<file path="src/rtl/seven_seg_scanner.sv">
// seven_seg_scanner: time-multiplexed common-anode 7-segment driver with hex decode, blanking, dp and PWM brightness
module seven_seg_scanner #(
  parameter int DIGITS = 4,
  parameter int PRESCALE = 16384,
  parameter bit ANODE_ACTIVE_LOW = 1'b1,
  parameter bit SEG_ACTIVE_LOW = 1'b1,
  localparam int SW = DIGITS > 1 ? $clog2(DIGITS) : 1
) (
  input  logic                  clk,
  input  logic                  reset,
  input  logic [4*DIGITS-1:0]   data,
  input  logic [DIGITS-1:0]     dp_in,
  input  logic [DIGITS-1:0]     blank,
  input  logic [3:0]            brightness,
  output logic [DIGITS-1:0]     an,
  output logic [6:0]            seg,
  output logic                  dp,
  output logic [SW-1:0]         digit_sel,
  output logic                  frame_tick
);
  localparam int CW = $clog2(PRESCALE);
  localparam int SLICE = PRESCALE / 16;
  localparam logic [6:0] HEX [16] = '{
    7'h3F, 7'h06, 7'h5B, 7'h4F, 7'h66, 7'h6D, 7'h7D, 7'h07,
    7'h7F, 7'h6F, 7'h77, 7'h7C, 7'h39, 7'h5E, 7'h79, 7'h71
  };
  logic [CW-1:0]     cnt;
  logic [SW-1:0]     idx;
  logic              last;
  logic              lit;
  logic [3:0]        sub;
  logic [DIGITS-1:0] an_n;
  logic [6:0]        seg_n;
  logic              dp_n;
  // next-output decode from the current slot position and live inputs
  always_comb begin
    last = cnt == CW'(PRESCALE - 1);
    sub = 4'(cnt / CW'(SLICE));
    lit = sub <= brightness && !blank[idx];
    an_n = (lit ? DIGITS'(1) << idx : '0) ^ {DIGITS{ANODE_ACTIVE_LOW}};
    seg_n = (lit ? HEX[data[4*idx +: 4]] : 7'd0) ^ {7{SEG_ACTIVE_LOW}};
    dp_n = (lit & dp_in[idx]) ^ SEG_ACTIVE_LOW;
  end
  // slot counter and digit index, digit advances when the slot wraps
  always_ff @(posedge clk or posedge reset)
    if (reset) begin
      cnt <= '0;
      idx <= '0;
    end else begin
      cnt <= last ? '0 : cnt + CW'(1);
      idx <= !last ? idx : idx == SW'(DIGITS - 1) ? '0 : idx + SW'(1);
    end
  // register all pin outputs together so slot and anode change in one update
  always_ff @(posedge clk or posedge reset)
    if (reset) begin
      an <= {DIGITS{ANODE_ACTIVE_LOW}};
      seg <= {7{SEG_ACTIVE_LOW}};
      dp <= SEG_ACTIVE_LOW;
      digit_sel <= '0;
      frame_tick <= 1'b0;
    end else begin
      an <= an_n;
      seg <= seg_n;
      dp <= dp_n;
      digit_sel <= idx;
      frame_tick <= idx == '0 && cnt == '0;
    end
endmodule

</file>
<file path="config.mk">
export PLATFORM = sky130hd
export DESIGN_NAME = seven_seg_scanner
export DESIGN_NICKNAME = d
export VERILOG_FILES = /design/src/rtl/seven_seg_scanner.sv
export SDC_FILE = /design/constraint.sdc
export NUM_CORES = 1
export LEC_CHECK = 0
export CORE_MARGIN = 2
export CORE_UTILIZATION = 25
export DETAILED_ROUTE_END_ITERATION = 7
export HOLD_SLACK_MARGIN = 0.1
export PLACE_DENSITY = 0.53
export SLEW_MARGIN = 20
export SYNTH_ARGS = -nofsm -noshare
export SYNTH_HDL_FRONTEND = slang
export SYNTH_SLANG_ARGS = --single-unit
</file>
<file path="constraint.sdc">
create_clock -name clk -period 4.3 [get_ports clk]
set_clock_uncertainty 0.2 [all_clocks]
set_input_delay 0.43 -clock clk [delete_from_list [all_inputs] [get_ports clk]]
set_output_delay 0.43 -clock clk [all_outputs]
set_load 0.1 [all_outputs]
</file>
Word-level counts from Yosys, hierarchy flattened
Memory sizes are Yosys's and may differ from the RTL's.
Index checks and enable logic that the tools add are counted.
- input port bits: 30
- memories: 1
- flip-flop bits (word level): 31
- bits in read-only memories: 112
- word-level logic and storage cells: 37
- output and inout port bits: 15
- memories (memory ; depth ; width ; read ports ; clocked after memory_dff ; wr ports ; RTL line ; source):
    (name not given) ; 16 ; 7 ; 1 ; 0 ; 0 ; 41 ; seg_n = (lit ? HEX[data[4*idx +: 4]] : 7'd0) ^ {7{SEG_ACTIVE_LOW}};
- shift operators: 2
- reduce and logical (&&, ||, !) cells: 5
- mux-type cells: 10
- $lt $le $gt $ge: 3
- add/subtract/negate cells: 2
- bitwise gates (word level): 5
- equal/unequal tests: 2
- operator list (kind ; number):
    two-way mux 7 bit ; 3
    variable part select 16 x 5 -> 4 bit ; 1
    adder 14 x 1 -> 14 bit, second input constant ; 1
    equality test 14 bit, second input constant ; 1
    logical NOT 14 bit ; 1
    two-way mux 14 bit ; 1
    inverter 7 bit ; 1
    greater-or-equal comparator 5 bit, second input constant ; 1
    inverter 4 -> 5 bit ; 1
    binary-select mux 1 bit (select 2 bit) ; 2
    <= comparator 4 bit ; 1
    two-way mux 4 bit ; 1
    inverter 4 bit ; 1
    << shifter 1 x 2 -> 4 bit, first input constant ; 1
    < comparator 2 x 3 -> 1 bit, second input constant ; 1
    adder 2 x 1 -> 2 bit, second input constant ; 1
    equality test 2 bit, second input constant ; 1
    logical AND 1 bit ; 2
    logical NOT 2 bit ; 1
    two-way mux 1 bit ; 2
    two-way mux 2 bit ; 1
    AND 1 bit ; 1
    logical NOT 1 bit ; 1
    inverter 1 bit ; 1

Longest topological paths before layout
- depth after elaboration: 7
- depth in mapped cells: 8
- gate-level depth less buffers: 7

Worst setup path before layout
OpenSTA, ideal clock, no wires.
- path type: reg-to-reg
- from: register idx[0]
- to: register seg[0]
- clock period less this slack: 2.254 ns
- buffers on the path: 1
- path slack: 2.046 ns
- library setup time: 0.105 ns
- data arrival time: 1.948 ns
- data required time: 3.995 ns
- cell stages (with the launch flop): 9
- path through: dfrtp_1 > buf_6 > mux4_1 > inv_1 > ha_1 > nor2_1 > nand3_1 > o31ai_1 > o41ai_1
- word-level cells in the longest chain between the ends: 7
- elaborated cells between the ends (all ways): 11
- classes of those cells: shift: 1; mux: 5; bitwise: 2; reduce/logical: 2; memory: 1
- RTL lines (element ; RTL line ; source):
    start, declared ; 28 ; logic [SW-1:0] idx;
    start signal, assigned ; 51 ; idx <= !last ? idx : idx == SW'(DIGITS - 1) ? '0 : idx + SW'(1);
    variable part select 16 x 5 -> 4 bit ; 41 ;
    inverter 4 -> 5 bit (not written as such) ; 41 ;
    memory read (16 x 7 bit) ; n/a ;
    two-way mux 7 bit (not written as such) (2 in series) ; 41 ;
    two-way mux 7 bit * ; 41 ;
    inverter 7 bit (no source line) * ; n/a ;
    net seg_n[0] ; 33 ; logic [6:0] seg_n;
    end signal, assigned ; 57 ; seg <= {7{SEG_ACTIVE_LOW}};
    end signal, assigned ; 63 ; seg <= seg_n;
    end, declared ; 16 ; output logic [6:0] seg,
The timed path passes the listed nets; every way through them passes the cells marked *. The select of a mux whose other input is x is not followed.
A chain may end at the register's enable or synchronous reset.

Final worst setup path
Ends and elaborated chain as after synthesis.

==> reports/metrics.yaml <==
global_routing:
  grt_use_total_pct: 10.3
  grt_pass1_vias: 1417
  antenna_found_initial: 0
  globalRoute.totalOverflow: 0
  grt_first_pass_wirelength_mm: 6.82
  grt_max_degree: 25
synth:
  synth_nets: 218
  synth-seq-area-share_pct: 41.8
  yosysUniqueCellTypes: 36
  synthXorXnorAreaFrac_pct: 6.94
  synth_cells: 172
  synth.area.mux_share_pct: 14.0
  ys_seq_elements: 31
  synth_largest_area_cell: "dfrtp_1"
  synth_area_mm2: 0.00189
  synth_area_leaders: "dfrtp_1 (25%), dfstp_2 (17%), ha_1 (11%)"
  synth_simple_gate_area_share_pct: 14.1
  yosys_warnings: 0
  netlist.area_leader.share_pct: 25.1
  synth_compound_area_share_pct: 6.88
  synthAdderAreaFrac_pct: 10.6
  synth_top_family_by_area: "simple AND/OR/NAND/NOR gates"
  avgSynthCellArea_um2: 11.0
critical_path:
  path_max_fanout: 13
  path_class: "reg -> reg"
  cp_cell_sequence: "mux4_1 -> inv_1 -> ha_1 -> nor2_1 -> nand3_1 -> o31ai_1 -> o41ai_1"
  cpLargestDelayFamily: "multiplexers"
  arrival_ps: 2630
  cp_num_cells: 7
  cp-start-kind: "flip-flop"
  crit_buf_inv: 1
  crit_path_end_kind: "flip-flop"
  crit_path_top_delay_cell: "mux4_1"
  required_ps: 4270
  cp_slowest_stage_delay_ps: 720
  rr_worst_depth: 7
cts:
  cts_buffers: 5
  post-cts-setup-buffers: 0
  hold_buffers: 0
  root_buffer: "clkbuf_8"
  cts_max_path_buffers: 2
  htreeDepth: 2
  clk_latency_ps: 280
  clock_sinks: 31
  cts_tree: "built"
  cts_resized: 0
  cts.clk_slew.worst_paths_ps: 70
sta:
  hold_viol: 0
  post-route-period-util_pct: 62.0
  setup_viol: 0
  rsz0062_at_grt: "no"
  drv_slew: 0
  relSlewSlack_pct: 32.2
  max_freq_mhz: 375
  finalSetupTns_ps: 0
  tightest_slew_ps: 1010
  period_minus_slack_ps: 2670
detailed_routing:
  drt.antenna.violating_nets: 0
  vias: 1382
  post-route-drc-count: 0
  routed_via_density: 4.33
  dr.pass1.iters: 4
  initialDrtViolationCount: 49
  detail_route.wl_per_cell_um: 12.8
  drt_wl_total_mm: 4.08
hold_path:
  worstHoldPathCells: 1
  worstHoldPathType: "reg -> reg"
finish:
  layout_commonest_cell: "clkdlybuf4s50_1"
  fin_area_mm2: 0.00250
  drive_above_1_share_pct: 15.0
  antenna_cells: 0
  layout_common_cells: "clkdlybuf4s50_1 (44), dfrtp_1 (19), inv_1 (17)"
  nNetsFinal: 265
  syn2layout_area_growth_pct: 32.4
floorplan:
  dieArea_mm2: 0.00828
  ioPinCount: 45
  core_mm2: 0.00729
  die_h_um: 91.0
  start_util_pct: 25.9
  die_x_um: 91.0
  std_cell_rows: 31
placed_design:
  gp_congestion: 0.760
  post_dp_cell_area_mm2: 0.00242
  hpwl_mm: 3.19
  io_buffers: 44
pwr:
  power_leakage_uw: 0.00106
  cellPowerDensity_mw_per_mm2: 265
  vdd_ir_drop_max_mv: 0.113
job:
  maxCapViolations: 0
status:
  outcome: "completed"
[layout make-up]
| type | instances | area (µm²) |
|---|---|---|
| Multi-Input combinational cell | 119 | 993 |
| Fill cell | 758 | 4790 |
| Sequential cell | 31 | 791 |
| Timing Repair Buffer | 45 | 448 |
| Clock inverter | 2 | 12.5 |
| Tap cell | 99 | 124 |
| Clock buffer | 6 | 72.6 |
| Inverter | 17 | 63.8 |
[final timing paths]
path / slack (ps) / endpoint / startpoint
worst max-delay path: 1630 / seg[0] / idx[0]
worst min-delay path: 310 / frame_tick / cnt[8]
worst max register to register: 1630 / seg[0] / idx[0]
worst min register to register: 310 / frame_tick / cnt[8]
max in group asynchronous: 2830 / cnt[8] / reset
min in group asynchronous: 430 / cnt[7] / reset
[kinds of logic (layout without fill, tap and decap cells)]
group,count (synthesis),in the layout
xor+xnor,15,15
mux,17,17
compound gates,15,15
flops,31,31
simple gates,56,56
fa+ha+maj,16,16
buf+inv,22,70
[cell usage after synthesis, drive strengths merged]
master,n
o41ai,1
mux4,6
o31ai,1
or2,1
ha,16
mux2i,4
inv,17
mux2,7
nand2,16
nor2,15
nand2b,2
nor4b,1
nand3,7
o211ai,4
nor2b,1
a22o,1
o21ai,2
xor2,8
a21oi,2
a32oi,1
xnor2,7
nand4,5
o221ai,3
nor4,5
buf,5
dfstp,12
nor3,2
dfrtp,19
and3,1
[routing by layer]
layer  vias to the layer above  part of all wire (%)  global-route usage, %
met1                       659                    48                   13.6
li1                        693                     -                      -
met2                        28                    47                   16.3
met3                         2                   4.4                   3.32
met5                         -                     0                      0
met4                         0                  0.51                   2.65
[report_power, final]
part | switching, µW | leakage [µW] | internal (µW)
clock | 105 | 0.0000412 | 113
combinational | 86.8 | 0.000646 | 53.7
sequential | 1.56 | 0.000377 | 303
[sequential cells by signal (all words and copies together), names as in the netlist]
signal / flops
idx: 2
dp: 1
an: 4
digit_sel: 2
cnt: 14
frame_tick: 1
seg: 7
[per-stage QoR]
stage          cells  worst slack (ps)  hold WS (ps)  util [%]  total power [µW]
6_report         319              1630           309      34.4               663
3_5_place_dp     311              1600           305      33.2               451
5_1_grt          319              1390           323      34.4               692
3_3_place_gp     311              1620           289      33.2               451
4_1_cts          319              1600           313      34.4               671
2_1_floorplan    172              2050           224         -               403
Note: power is estimated with default switching activity, not from simulation.
